--- src/rtl/vc_fifo_bank.sv ---
// Bank of NUM_VC independent virtual-channel FIFOs sharing one write port.
// Each channel has its own read port, thresholds and sticky error flag.

// One virtual-channel FIFO: storage, pointers, occupancy, flags, error.
module vc_fifo_lane #(
    parameter int DW = 6,
    parameter int AW = 2
) (
    input  logic          clk,
    input  logic          clear,
    input  logic          wr_req,
    input  logic [DW-1:0] data_in,
    input  logic          rd_req,
    input  logic [AW:0]   umbral,
    output logic [DW-1:0] data_out,
    output logic          data_valid,
    output logic          full,
    output logic          empty,
    output logic          almost_full,
    output logic          almost_empty,
    output logic          error
);
    localparam int DEPTH = 1 << AW;

    logic [DW-1:0] mem [DEPTH];
    logic [AW-1:0] wr_ptr, rd_ptr;
    logic [AW:0]   cnt;
    logic          rd_acc, wr_acc, wr_err, rd_err;

    assign full   = (cnt == (AW+1)'(DEPTH));
    assign empty  = (cnt == '0);
    // Read decision uses pre-edge occupancy: no write-to-read bypass.
    assign rd_acc = rd_req && !empty;
    // A full channel still takes a write when a read frees a slot this cycle.
    assign wr_acc = wr_req && (!full || rd_acc);
    assign wr_err = wr_req && full && !rd_acc;
    assign rd_err = rd_req && empty;

    // cnt + umbral >= DEPTH in one extra bit avoids the DEPTH - umbral underflow.
    assign almost_full  = (({1'b0, cnt} + {1'b0, umbral}) >= (AW+2)'(DEPTH));
    assign almost_empty = (cnt <= umbral);

    // Storage write; memory contents survive clear.
    always_ff @(posedge clk) begin
        if (wr_acc && !clear)
            mem[wr_ptr] <= data_in;
    end

    // Pointers, occupancy, registered read data and sticky error.
    always_ff @(posedge clk) begin
        if (clear) begin
            wr_ptr     <= '0;
            rd_ptr     <= '0;
            cnt        <= '0;
            data_out   <= '0;
            data_valid <= 1'b0;
            error      <= 1'b0;
        end else begin
            if (wr_acc) wr_ptr <= wr_ptr + 1'b1;
            if (rd_acc) rd_ptr <= rd_ptr + 1'b1;
            data_out   <= rd_acc ? mem[rd_ptr] : '0;
            data_valid <= rd_acc;
            error      <= error | wr_err | rd_err;
            case ({wr_acc, rd_acc})
                2'b10:   cnt <= cnt + 1'b1;
                2'b01:   cnt <= cnt - 1'b1;
                default: cnt <= cnt;
            endcase
        end
    end
endmodule

module vc_fifo_bank #(
    parameter int DATA_WIDTH   = 6,
    parameter int ADDR_WIDTH   = 2,
    parameter int NUM_VC       = 2,
    parameter int VC_SEL_WIDTH = $clog2(NUM_VC)
) (
    input  logic                             clk,
    input  logic                             reset,
    input  logic                             init,
    input  logic                             wr_enable,
    input  logic [VC_SEL_WIDTH-1:0]          wr_vc,
    input  logic [DATA_WIDTH-1:0]            data_in,
    input  logic [NUM_VC-1:0]                rd_enable,
    input  logic [NUM_VC*(ADDR_WIDTH+1)-1:0] umbral,
    output logic [NUM_VC*DATA_WIDTH-1:0]     data_out,
    output logic [NUM_VC-1:0]                data_valid,
    output logic [NUM_VC-1:0]                full,
    output logic [NUM_VC-1:0]                empty,
    output logic [NUM_VC-1:0]                almost_full,
    output logic [NUM_VC-1:0]                almost_empty,
    output logic [NUM_VC-1:0]                error
);
    logic clear;
    assign clear = reset | init;

    // A wr_vc outside 0..NUM_VC-1 matches no lane and is dropped silently.
    for (genvar i = 0; i < NUM_VC; i++) begin : g_vc
        vc_fifo_lane #(.DW(DATA_WIDTH), .AW(ADDR_WIDTH)) u_lane (
            .clk          (clk),
            .clear        (clear),
            .wr_req       (wr_enable && (wr_vc == VC_SEL_WIDTH'(i))),
            .data_in      (data_in),
            .rd_req       (rd_enable[i]),
            .umbral       (umbral[i*(ADDR_WIDTH+1) +: ADDR_WIDTH+1]),
            .data_out     (data_out[i*DATA_WIDTH +: DATA_WIDTH]),
            .data_valid   (data_valid[i]),
            .full         (full[i]),
            .empty        (empty[i]),
            .almost_full  (almost_full[i]),
            .almost_empty (almost_empty[i]),
            .error        (error[i])
        );
    end
endmodule
--- config.mk ---
export PLATFORM = sky130hd
export DESIGN_NAME = vc_fifo_bank
export DESIGN_NICKNAME = d
export VERILOG_FILES = /design/src/rtl/vc_fifo_bank.sv
export SDC_FILE = /design/constraint.sdc
export NUM_CORES = 1
export LEC_CHECK = 0
export ABC_AREA = 1
export CORE_MARGIN = 2
export CORE_UTILIZATION = 55
export DETAILED_ROUTE_END_ITERATION = 6
export PLACE_DENSITY = 0.86
export REMOVE_ABC_BUFFERS = 1
export SETUP_SLACK_MARGIN = 0.1
export SYNTH_ARGS = -nofsm -noshare
export SYNTH_HDL_FRONTEND = slang
export SYNTH_HIERARCHICAL = 1
export SYNTH_SLANG_ARGS = --single-unit
export TNS_END_PERCENT = 100
--- constraint.sdc ---
create_clock -name clk -period 1.9 [get_ports clk]
set_input_delay 0.475 -clock clk [delete_from_list [all_inputs] [get_ports clk]]
set_output_delay 0.475 -clock clk [all_outputs]
set_load 0.02 [all_outputs]
### Word level (Yosys, flattened, before mapping)

Memories as Yosys holds them, arrays and structs flattened. A register that Yosys moved wholly into a read port is not among the register bits.
Cells that the tools add are included.

* memory bits (read-only): 0
* latch bits: 0
* input bits: 19
* memories kept: 2
* output and inout port bits: 24
* bits in writable memories: 48
* word-level logic and storage cells: 75
* flip-flop bits (word level): 18

Memories
* g_vc[0].u_lane.mem: words 4, bits a word 6, rd ports 1, clocked after Yosys merged registers in 1, wr ports 1, RTL line 25 `logic [DW-1:0] mem [DEPTH];`
* g_vc[1].u_lane.mem: words 4, bits a word 6, rd ports 1, clocked after Yosys merged registers in 1, wr ports 1, RTL line 25

* bitwise gates (word level): 8
* equality and inequality tests: 6
* shifts and indexed selects: 0
* mux-type cells: 6
* multiply operators: 0
* div/mod/pow operators: 0
* reduce and logical (&&, ||, !) cells: 29
* order comparisons: 4
* add/sub/neg operators: 10

Operator list (count)
* $logic_and 1x1->1: 14
* $pmux 3 s2: 2
* $add 2x1->2 const B: 4
* $add 3x3->4: 2
* $ge 4x3->1 const B: 2
* $logic_not 1->1: 7
* $add 3x1->3 const B: 2
* $eq 3x3->1 const B: 2
* $le 3x3->1: 2
* $logic_not 3->1: 2
* $sub 3x1->3 const B: 2
* $or 1x1->1: 5
* $eq 2x1->1 const B: 2
* $eq 2x2->1 const B: 2
* $mux 1: 4
* $reduce_bool 2->1: 2
* $reduce_or 2->1: 2
* $not 1->1: 3
* $logic_or 1x1->1: 2

### Longest topological paths before layout

* word-level depth: 8
* mapped depth: 10
* depth with buffers taken out: 10

### Modules after synthesis

Netlist, hierarchy kept.

By module, submodules not included
* vc_fifo_lane (g_vc[1].u_lane): instances 1, cells each 162, area each 1724.2 µm², sequential area each 1021.0 µm²
* vc_fifo_lane (g_vc[0].u_lane): instances 1, cells each 162, area each 1722.9 µm², sequential area each 1021.0 µm²
* vc_fifo_bank: instances 1, cells each 7, area each 28.8 µm², sequential area each 0.0 µm²

### Least setup slack after synthesis

Ideal clock, no wire load.

* path kind: input to output
* from: input port umbral[4]
* to: output port almost_empty[1]
* stages: 7
* path slack: -0.050 ns
* path buffers: 0
* arrival: 1.475 ns
* required time: 1.425 ns
* cell sequence: inv_1 -> ha_1 -> inv_1 -> nor2_1 -> nor2_1 -> nor2_1 -> o21ai_0

* cells in the longest elaborated chain, start to end: 1

Ends and longest elaborated chain
* from (decl): RTL line 86 `input logic [NUM_VC*(ADDR_WIDTH+1)-1:0] umbral,`
* $le 3x3->1: RTL line 41 `assign almost_empty = (cnt <= umbral);`
* to (decl): RTL line 92 `output logic [NUM_VC-1:0] almost_empty,`

No other way between the ends.

### Final worst setup path

* from: register g_vc[1].u_lane.cnt[1]
* to: output port almost_full[1]

* cells in the longest elaborated chain, start to end: 2

Ends and longest elaborated chain
* from (decl): RTL line 27 `logic [AW:0] cnt;`
* from (signal assigned): RTL line 65 `2'b10: cnt <= cnt + 1'b1;`
* from (signal assigned): RTL line 66 `2'b01: cnt <= cnt - 1'b1;`
* from (signal assigned): RTL line 67 `default: cnt <= cnt;`
* $add 3x3->4: RTL line 40 `assign almost_full = (({1'b0, cnt} + {1'b0, umbral}) >= (AW+2)'(DEPTH));`
* $ge 4x3->1: RTL line 40
* to (decl): RTL line 91 `output logic [NUM_VC-1:0] almost_full,`

No other way between the ends.

==> impl_summary.md <==
Worst setup path
The category of the most critical setup path is register to output port. In this run the critical register-to-register path is captured at g_vc[0].u_lane/cnt[2]$_SDFFE_PP0P_. At the worst endpoint, the required time is 1420 ps. The capturing instance or port of the critical path is almost_full[1]. Setup slack on the worst reg-to-reg path comes out at 120 ps.

The depth of the worst register-to-register path is 11. Counting buffers and inverters, the worst setup path is 4 cells deep. The category of the worst setup path launch point is a register. For the worst setup path, the data arrival time is 1530 ps. The critical path goes through ha_4 > inv_2 > a2111o_1 > buf_6. The critical path starts at g_vc[1].u_lane/cnt[1]$_SDFFE_PP0P_. The kind of cell with the highest combined delay along the critical path is compound AO/OA/AOI/OAI gates. The worst register-to-register path begins at g_vc[0].u_lane/cnt[2]$_SDFFE_PP0P_. The kind of end point of the critical path is an output port. The largest fanout on the critical path is 2. The number of buffer and inverter stages on the critical path is 2.

The worst stage delay on the critical path is 390 ps. The critical path's slowest cell is sky130_fd_sc_hd__a2111o_1.

Layout
The layout filler cell count is 358. Relative to the synthesized area, the layout overhead comes to 32.2%. Once layout is complete, the cells apart from fillers number 501. The share of the core filled with cells is 76.3%.

The number of antenna diodes in the final layout is 0. The post-route netlist has 30.8% of its cells at a drive strength greater than 1. The area of the multi-input gates is 1370 sq um. The final-stage net count is 462.

Across the whole layout, storage elements account for 2050 sq um.

Timing
The share of the clock period used by the worst path after layout is 106%. The minimum setup slack in the final design is -110 ps. Setup violations remaining at the end of the flow were counted as 2.

For this run, the top clock speed supported by timing is 0.498 GHz. The max-slew violation count is 0. Setup repair after global routing could not meet its margin everywhere. The normalized max-slew margin is 63.2%. The final setup TNS is -174 ps. Across the routed clock network, the largest skew measured is 5.88 ps. The actual slew at the worst max-slew pin is 552 ps. The final count of hold timing violations is 0.

The minimum period implied by the final worst setup slack is 2010 ps.

Routing
The first-pass iteration count of the detailed router is 4. Dividing the detail-routed wire length by the instance count gives 15.3 um. The per-cell via count in the routed design is 5.30.

After detailed routing, the total wire length is 7.67 mm. In this run, the number of DRC markers left after iteration 0 of detailed routing was 138. After detailed routing, the number of remaining DRC violations is 0.

Summing over every cut layer, the via total after detailed routing is 2656. Once detail routing completed, the nets flagged for antenna violations numbered 0.

Power
The maximum VDD drop is 0.000463 V. The cell area power density is 719 nW/um^2. For this design the static power due to leakage is 0.00186 uW.

Hold path
The worst hold path class is register to register.

Global route
Entering global routing, the biggest net connects 15 pins. The number of global-route vias before repair is 2621. The total congestion overflow after global routing is 0.

The number of antenna violations at the first check in global routing is 0. The first global-routing pass estimated 11.8 mm of wire. In the global route stage, overall resource usage came out at 21.6%.

Yosys
Counting flops and latches in the post-synthesis netlist gives 78. In this run, synthesis inferred 48 flip-flops with an integrated enable. The average size of a mapped cell is 10.5 sq um. Of the synthesized area, sequential elements account for 58.7%.

For this run, the number of Yosys warnings is 6. After synthesis, the share of flip-flops with an asynchronous set or reset is 0%. The number of cells produced by synthesis is 331. The count of different cell masters after synthesis is 28. The post-synthesis instance area is 3480 sq um. The prevailing post-synth register cell is sky130_fd_sc_hd__edfxtp_1.

Clock network
The number of sinks handled by clock tree synthesis is 78. The root buffer selected by CTS is sky130_fd_sc_hd__clkbuf_8. Buffers inserted during clock tree synthesis total 9. The number of hold buffers added after CTS was 0. TritonCTS built the clock tree.

The clock-pin slew on the worst setup and hold paths is 80 ps. The longest clock path from root to sink contains 2 buffers. The level count of the clock H-tree is 3.

The clock latency of the later-clocked register in the worst-skew pair is 350 ps.

Floorplanning
Row generation in the floorplan step produced 28 rows. The die is 83.5 um tall. 43 I/O pins were placed.

The floorplan step set the die width to 83.5 um. The initial utilization of the core area, before any placement, comes to 57.7%. The die covers 6970 sq um.

The core region is 6030 sq um.

Placed design
The wire-length estimate of the detail-placed layout is 4.94 mm. The global placer's final weighted congestion is 0.837. After detailed placement, the design holds a cell count of 482. The number of buffers inserted by port buffering is 42.

Run status
The flow ran to the end, but the final reports show violations. The checks that failed: negative setup slack.

Flow run
The number of max-capacitance violations reported is 0.
## sequential cells by signal (all words and copies together) (netlist names)
name	count
g_vc.u_lane/mem	48
g_vc.u_lane/rd_ptr	4
g_vc.u_lane/cnt	6
g_vc.u_lane/wr_ptr	4
g_vc.u_lane/error	2
g_vc.u_lane/data_valid	2
g_vc.u_lane/data_out	12
## cell type report
class / count / share of cell area, %
inverter: 49 / 4.06
tap: 75 / 2.04
multi-input combinational: 200 / 29.8
sequential: 78 / 44.7
clock buffer: 10 / 2.78
timing repair buffer: 83 / 15.8
clock inverter: 6 / 0.817
## repair_timing
action | 4_1_cts | 5_1_grt
buffers inserted | 0 | 3
gates resized for setup | 79 | 27
setup endpoints to repair | 8 | 10
pin swaps | 6 | 12
## stage by stage
step / cell area (sq um) / setup slack [ps] / hold WS (ps) / total power [uW]
3_5_place_dp: 4250 / -931 / 461 / 2220
3_3_place_gp: 4250 / -839 / 462 / 2200
5_1_grt: 4600 / -166 / 499 / 3420
6_report: 4600 / -110 / 483 / 3300
2_1_floorplan: 3450 / -50.0 / 490 / 2040
4_1_cts: 4480 / -90.2 / 481 / 3280
## worst min path at each step
stage,start,to,slack [ps],depth (start not counted)
floorplan,g_vc[0].u_lane/mem[3][0]$_DFFE_PP_,g_vc[0].u_lane/data_out[0]$_SDFF_PP0_,490,2
global placement,g_vc[1].u_lane/error$_SDFF_PP0_,g_vc[1].u_lane/error$_SDFF_PP0_,460,2
detailed placement,g_vc[0].u_lane/error$_SDFF_PP0_,g_vc[0].u_lane/error$_SDFF_PP0_,460,2
CTS,g_vc[0].u_lane/error$_SDFF_PP0_,g_vc[0].u_lane/error$_SDFF_PP0_,480,2
global route,g_vc[1].u_lane/error$_SDFF_PP0_,g_vc[1].u_lane/error$_SDFF_PP0_,500,2
finish,g_vc[1].u_lane/error$_SDFF_PP0_,g_vc[1].u_lane/error$_SDFF_PP0_,480,2
## where the power goes
group          internal, uW  total (uW)  switching [uW]
clock                   470        1080             612
combinational           177         392             216
sequential             1810        1830            16.6
## synthesized netlist by cell type, types with 6 or more instances
cell type                  instances  area [sq um]
sky130_fd_sc_hd__a21oi_1          23           115
sky130_fd_sc_hd__dfxtp_1          30           601
sky130_fd_sc_hd__edfxtp_1         48          1440
sky130_fd_sc_hd__ha_1             20           250
sky130_fd_sc_hd__inv_1            39           146
sky130_fd_sc_hd__inv_2             8          30.0
sky130_fd_sc_hd__nand2_1          12          45.0
sky130_fd_sc_hd__nand2_2           8          50.1
sky130_fd_sc_hd__nand3_1          12          60.1
sky130_fd_sc_hd__nor2_1           63           236
sky130_fd_sc_hd__o21ai_0          29           145
sky130_fd_sc_hd__o21ai_1           6          30.0
## logic make-up after synthesis
| logic type | synth area share [%] |
|---|---|
| buf+inv | 6.01 |
| flops | 58.7 |
| simple gates | 16.9 |
| fa+ha+maj | 8.35 |
| compound gates | 9.97 |
## worst register-to-register path, cell delays in order, from the launching register on
cell and delay [ps]:
sky130_fd_sc_hd__dfxtp_4 370, sky130_fd_sc_hd__buf_6 110, sky130_fd_sc_hd__inv_2 60, sky130_fd_sc_hd__nand2_4 70
sky130_fd_sc_hd__buf_6 110, sky130_fd_sc_hd__nand3_4 70, sky130_fd_sc_hd__fa_2 420, sky130_fd_sc_hd__inv_2 90
sky130_fd_sc_hd__nand4_4 100, sky130_fd_sc_hd__nand3_2 100, sky130_fd_sc_hd__nand2_1 60, sky130_fd_sc_hd__nor2_1 130
## cell usage in the layout, fill, tap and decap left out, types with 6 or more instances in the layout
cell type and n:
sky130_fd_sc_hd__nor2_1 63, sky130_fd_sc_hd__nand2_2 9, sky130_fd_sc_hd__buf_4 39, sky130_fd_sc_hd__clkbuf_8 9, sky130_fd_sc_hd__o21ai_1 8, sky130_fd_sc_hd__inv_1 31
sky130_fd_sc_hd__ha_4 6, sky130_fd_sc_hd__inv_2 16, sky130_fd_sc_hd__o21ai_0 26, sky130_fd_sc_hd__a21oi_1 20, sky130_fd_sc_hd__clkdlybuf4s50_1 24, sky130_fd_sc_hd__nand2_1 11
sky130_fd_sc_hd__dfxtp_1 24, sky130_fd_sc_hd__nand3_1 10, sky130_fd_sc_hd__ha_1 14, sky130_fd_sc_hd__edfxtp_1 48, sky130_fd_sc_hd__buf_6 7
## routing by layer
| metal | routed length [um] | vias to the layer above | track usage (%) |
|---|---|---|---|
| li1 | - | 1283 | - |
| met5 | 0 | - | 0 |
| met1 | 3040 | 1245 | 25.8 |
| met3 | 461 | 21 | 3.76 |
| met4 | 204 | 0 | 12.2 |
| met2 | 3960 | 107 | 37.1 |
Note: power is estimated with default switching activity, not from simulation.
==> RTL edit 1, RTL diff (same settings) <==
Change the parameter `DATA_WIDTH` from 6 to 3.
--- a/src/rtl/vc_fifo_bank.sv
+++ b/src/rtl/vc_fifo_bank.sv
@@ -71,7 +71,7 @@
 endmodule
 
 module vc_fifo_bank #(
-    parameter int DATA_WIDTH   = 6,
+    parameter int DATA_WIDTH   = 3,
     parameter int ADDR_WIDTH   = 2,
     parameter int NUM_VC       = 2,
     parameter int VC_SEL_WIDTH = $clog2(NUM_VC)
Ports: changed (resized data_in and data_out); port bits go from 43 to 34. No check against the original RTL was run, so the function may have changed too.
==> RTL edit 1 against the unedited design <==
The run still ends with negative setup slack left. Total power fell by 30%. Sequential power down 39%. Non-clock buffer count is 16 lower. Sequential cell count down 30. Area after synthesis is 30% lower. Hold slack improved by 0.011 ns. Global-route usage increased by 0.060 points. Wire length is 29% lower. Count of clock-buffer cells in the layout fell by 4. Setup slack improved by 0.068 ns. Design area is 28% lower. Utilization rose by 1.0 points.
==> RTL edit 1: results (changes against the unedited design) <==
| Metric | Value |
|---|---|
| Max Buffers Root-to-Sink | `2 (unchanged)` |
| Initial antenna violation count | `0 (unchanged)` |
| Yosys Warn Count | `6 (unchanged)` |
| FF-to-FF End | `g_vc[1].u_lane/cnt[2]` |
| Clock skew | `0.00462 ns (-0.00126 ns)` |
| Commonest cells in the synthesized netlist | `inv_1, nor2_1, dfxtp_1, edfxtp_1, nand2_1` |
| Place WS | `-0.915 ns (+0.0157 ns)` |
| Clock slew at reported path FFs | `0.08 ns (about the same)` |
| Hold depth | `2 (unchanged)` |
| Worst path arrival time | `1.47 ns (-0.06 ns)` |
| Num CTS Buffers | `5 (-4)` |
| Port Buffers | `33 (-21%)` |
| 1st-iter DRT viols | `110 (-20%)` |
| Pre-antenna DRT Iters | `4 (unchanged)` |
| Gr usage total | `21.7% (+0.060 points)` |
| Routed via count | `2031 (-24%)` |
| # setup viols final | `1 (-1)` |
| Leakage power | `1.42 nW (-24%)` |
| Largest net degree at the start of global routing | `16 (+1)` |
| Worst Hold Launch | `g_vc[0].u_lane/error` |
| Seq/Total Area, Yosys | `49.7% (-9.1 points)` |
| R2r startpoint | `g_vc[1].u_lane/cnt[1]` |
| Worst path slowest cell | `a2111o_1` |
| Fillers | `278 (-22%)` |
| Ratio of cells with drive above 1 in the final layout | `31.1% (+0.33 points)` |
| Vias in the first global route | `1940 (-26%)` |
| Clock Tree Root | `clkbuf_8` |
| Asr flop ratio synth | `0% (unchanged)` |
| Worst Tran Pin Value | `0.341 ns (-0.211 ns)` |
| DP HPWL | `3470 um (-30%)` |
| Final hold slack | `0.493 ns (+0.0110 ns)` |
| Min-Delay Path Class | `reg -> reg` |
| WL/cell | `13.8 um (-10%)` |
| Ys flop type | `edfxtp_1` |
| Failing checks | `negative setup slack` |
| Peak supply drop | `0.513 mV (+11%)` |
| First-pass GRT wire length | `8450 um (-29%)` |
| Nets | `379 (-18%)` |
| Post-synth cell types | `25 (-11%)` |
| Top flop regs | `g_vc.u_lane/mem (24), g_vc.u_lane/cnt (6), g_vc.u_lane/data_out (6)` |
| R2R setup slack | `0.04 ns (-0.08 ns)` |
| DP Area | `3010 um2 (-29%)` |
| Slowest stage delay, CP | `0.39 ns (about the same)` |
| H-tree depth | `2 (-1)` |
| Post-layout worst setup margin | `-0.0417 ns (+0.0681 ns)` |
| N_diodes | `0 (unchanged)` |
| Min-Delay Endpoint | `g_vc[0].u_lane/error` |
| Outcome | `finished, violations left` |
| R2r worst-path depth | `12 (+1)` |
| Count of flip-flops with a built-in enable after synthesis | `24 (-50%)` |
| Skew-Pair Late Insertion Delay | `0.30 ns (-0.05 ns)` |
| Crit Path Max Fanout | `3 (+1)` |
| Global placement routability congestion | `0.873 (+4.3%)` |
| Top post-synthesis cells by area | `edfxtp_1, dfxtp_1, ha_1` |
==> RTL edit 1: cell count changes after synthesis, sizes merged, moves of 5 or more <==
cell | before | now
nor2 | 68 | 50
dfxtp | 30 | 24
o21ai | 35 | 21
edfxtp | 48 | 24
nand2 | 24 | 29
inv | 47 | 52
a21oi | 25 | 18
==> RTL edit 1: logic make-up (layout without fill, tap and decap cells) <==
| family | after synthesis | after routing | synth area share (%) |
|---|---|---|---|
| fa+ha+maj | 23 | 23 | 12.5 |
| simple gates | 101 | 101 | 19.9 |
| buf+inv | 54 | 127 | 8.75 |
| flops | 48 | 48 | 49.7 |
| compound gates | 42 | 42 | 9.11 |
==> RTL edit 1: cell type report <==
type                    count  area, um2  area share [%]
clock buffers               6       72.6            2.19
clock inverters             2       60.1            1.81
inverters                  52        195            5.88
multi-input cells         166       1150            34.6
flip-flops and latches     48       1210            36.6
well taps                  52       65.1            1.96
repair buffers             67        564            17.0
==> RTL edit 1: per-layer routing <==
layer / global-route usage (%) / vias up / routed length (um)
li1: - / 1006 / -
met1: 23.6 / 963 / 2090
met2: 41.4 / 50 / 3000
met3: 4.76 / 12 / 190
met4: 6.41 / 0 / 123
met5: 0 / - / 0
==> RTL edit 1: report_power, final <==
group | internal [mW] | switching (mW)
logic | 0.157 | 0.187
registers | 1.10 | 0.0143
clock network | 0.526 | 0.325
total | 1.78 | 0.526
==> RTL edit 1: per-stage QoR <==
step	std cells	setup TNS [ns]	util, %
final	393	-0.0417	77.3
after global routing	393	-0.238	77.3
after CTS	390	-0.0393	75.2
after detailed placement	380	-5.96	70.2
after global placement	380	-5.23	70.2
after floorplan	266	-0.0495	-
==> RTL edit 1: critical path, delay by kind of cell (launching register included) <==
family | cells | cell delay, ns
adder cells (fa/ha/maj) | 1 | 0.15
AO/OA/AOI/OAI | 1 | 0.39
flip-flops | 1 | 0.36
buffers and inverters | 2 | 0.27
==> RTL edit 1: how the worst max path moves through the flow <==
stage,depth (start not counted),startpoint,end
after floorplan,7,umbral[1],almost_empty[0]
after global placement,9,umbral[1],almost_empty[0]
after detailed placement,9,umbral[1],almost_empty[0]
after CTS,4,g_vc[0].u_lane/cnt[1],almost_full[0]
after global routing,7,g_vc[0].u_lane/cnt[1],almost_empty[0]
final,4,g_vc[0].u_lane/cnt[2],almost_full[0]
==> RTL edit 1: repair_timing <==
| item | in CTS | in global routing |
|---|---|---|
| endpoints found under the setup margin | 10 | 11 |
| gates resized for setup | 93 | 23 |
| hold buffers | 0 | 0 |
| pin swaps | 10 | 14 |
| buffers inserted | 2 | 3 |
==> RTL edit 2, RTL diff (config.mk and constraints unchanged) <==
Without the edit above. Put a register stage on the output `error`. The value now appears one clock later. The other outputs are not delayed to match. Comments in the files are not updated.
--- a/src/rtl/vc_fifo_bank.sv
+++ b/src/rtl/vc_fifo_bank.sv
@@ -92,6 +92,8 @@
     output logic [NUM_VC-1:0]                almost_empty,
     output logic [NUM_VC-1:0]                error
 );
+
+    logic [NUM_VC-1:0] error_d;
     logic clear;
     assign clear = reset | init;
 
@@ -110,7 +112,11 @@
             .empty        (empty[i]),
             .almost_full  (almost_full[i]),
             .almost_empty (almost_empty[i]),
-            .error        (error[i])
+            .error        (error_d[i])
         );
     end
+    always_ff @(posedge clk) begin
+        error <= error_d;
+    end
+
 endmodule
Behaviour: not the same (a bounded check fails within 4 cycles, from zero or initial values).
==> RTL edit 2 against the unedited design <==
The run still ends with negative setup slack left. Total power rose by 11%. Wire length fell by 1.9%. Count of clock-buffer cells in the layout fell by 1. Non-clock buffer count did not move. Combinational power fell by 4%. Area after synthesis rose by 1.1%. First-iteration DRC count rose by 49%. Critical path depth rose by 2. Sequential power rose by 3%. Clock power rose by 30%. Setup slack improved by 0.098 ns. Design area rose by 2.0%. Sequential cell count rose by 2. Hold slack got worse by 0.12 ns. Largest power group unchanged.
==> RTL edit 2: results (changes against the unedited design) <==
| Metric | Value |
|---|---|
| Failing checks | `negative setup slack` |
| Non-filler instance count after layout | `505 (+0.80%)` |
| Worst path arrival time | `1.44 ns (-0.09 ns)` |
| Post-CTS Setup Inserts | `1 (+1)` |
| CP top delay family | `buffers and inverters` |
| Post-layout worst setup margin | `-0.0120 ns (+0.0978 ns)` |
| Sequential cell area share | `44.6% (-0.082 points)` |
| Layout inverter count without the clock tree | `48 (-2.0%)` |
| Met3 routed WL | `367 um (-20%)` |
| Crit Path Max Fanout | `4 (+2)` |
| Seq power | `1.88 mW (+3%)` |
| Largest net degree at the start of global routing | `16 (+1)` |
| Internal cell power | `2.79 mW (+13%)` |
| Outcome | `finished, violations left` |
| Post-Syn Area per Cell | `10.6 um2 (+0.51%)` |
| DP HPWL | `5080 um (+2.9%)` |
| GR Util met1 | `24.9% (-0.85 points)` |
| Worst Tran Pin Value | `0.560 ns (+0.00817 ns)` |
| WL/cell | `14.9 um (-2.6%)` |
| # setup viols final | `1 (-1)` |
| Critical Path Sink | `almost_full[0]` |
| Global placement routability congestion | `0.806 (-3.7%)` |
| 1st-iter DRT viols | `206 (+49%)` |
| Slowest stage delay, CP | `0.27 ns (-0.12 ns)` |
| Peak supply drop | `0.611 mV (+32%)` |
[RTL edit 2: per-stage QoR]
stage / hold WS [ns] / TNS [ns] / utilization (%)
3_3_place_gp: 0.340 / -7.77 / 68.5
3_5_place_dp: 0.341 / -9.93 / 68.5
4_1_cts: 0.358 / 0 / 73.7
2_1_floorplan: 0.331 / 0 / -
5_1_grt: 0.366 / -0.0616 / 74.7
6_report: 0.358 / -0.0120 / 74.7
[RTL edit 2: worst min path at each step]
| stage | from | to | slack [ns] | cells after the start |
|---|---|---|---|---|
| after floorplan | g_vc[0].u_lane/error | error[0] | 0.33 | 0 |
| after global placement | g_vc[0].u_lane/error | error[0] | 0.34 | 0 |
| after detailed placement | g_vc[0].u_lane/error | error[0] | 0.34 | 0 |
| after CTS | g_vc[1].u_lane/error | error[1] | 0.36 | 0 |
| after global routing | g_vc[0].u_lane/error | error[0] | 0.37 | 0 |
| final | g_vc[0].u_lane/error | error[0] | 0.36 | 0 |
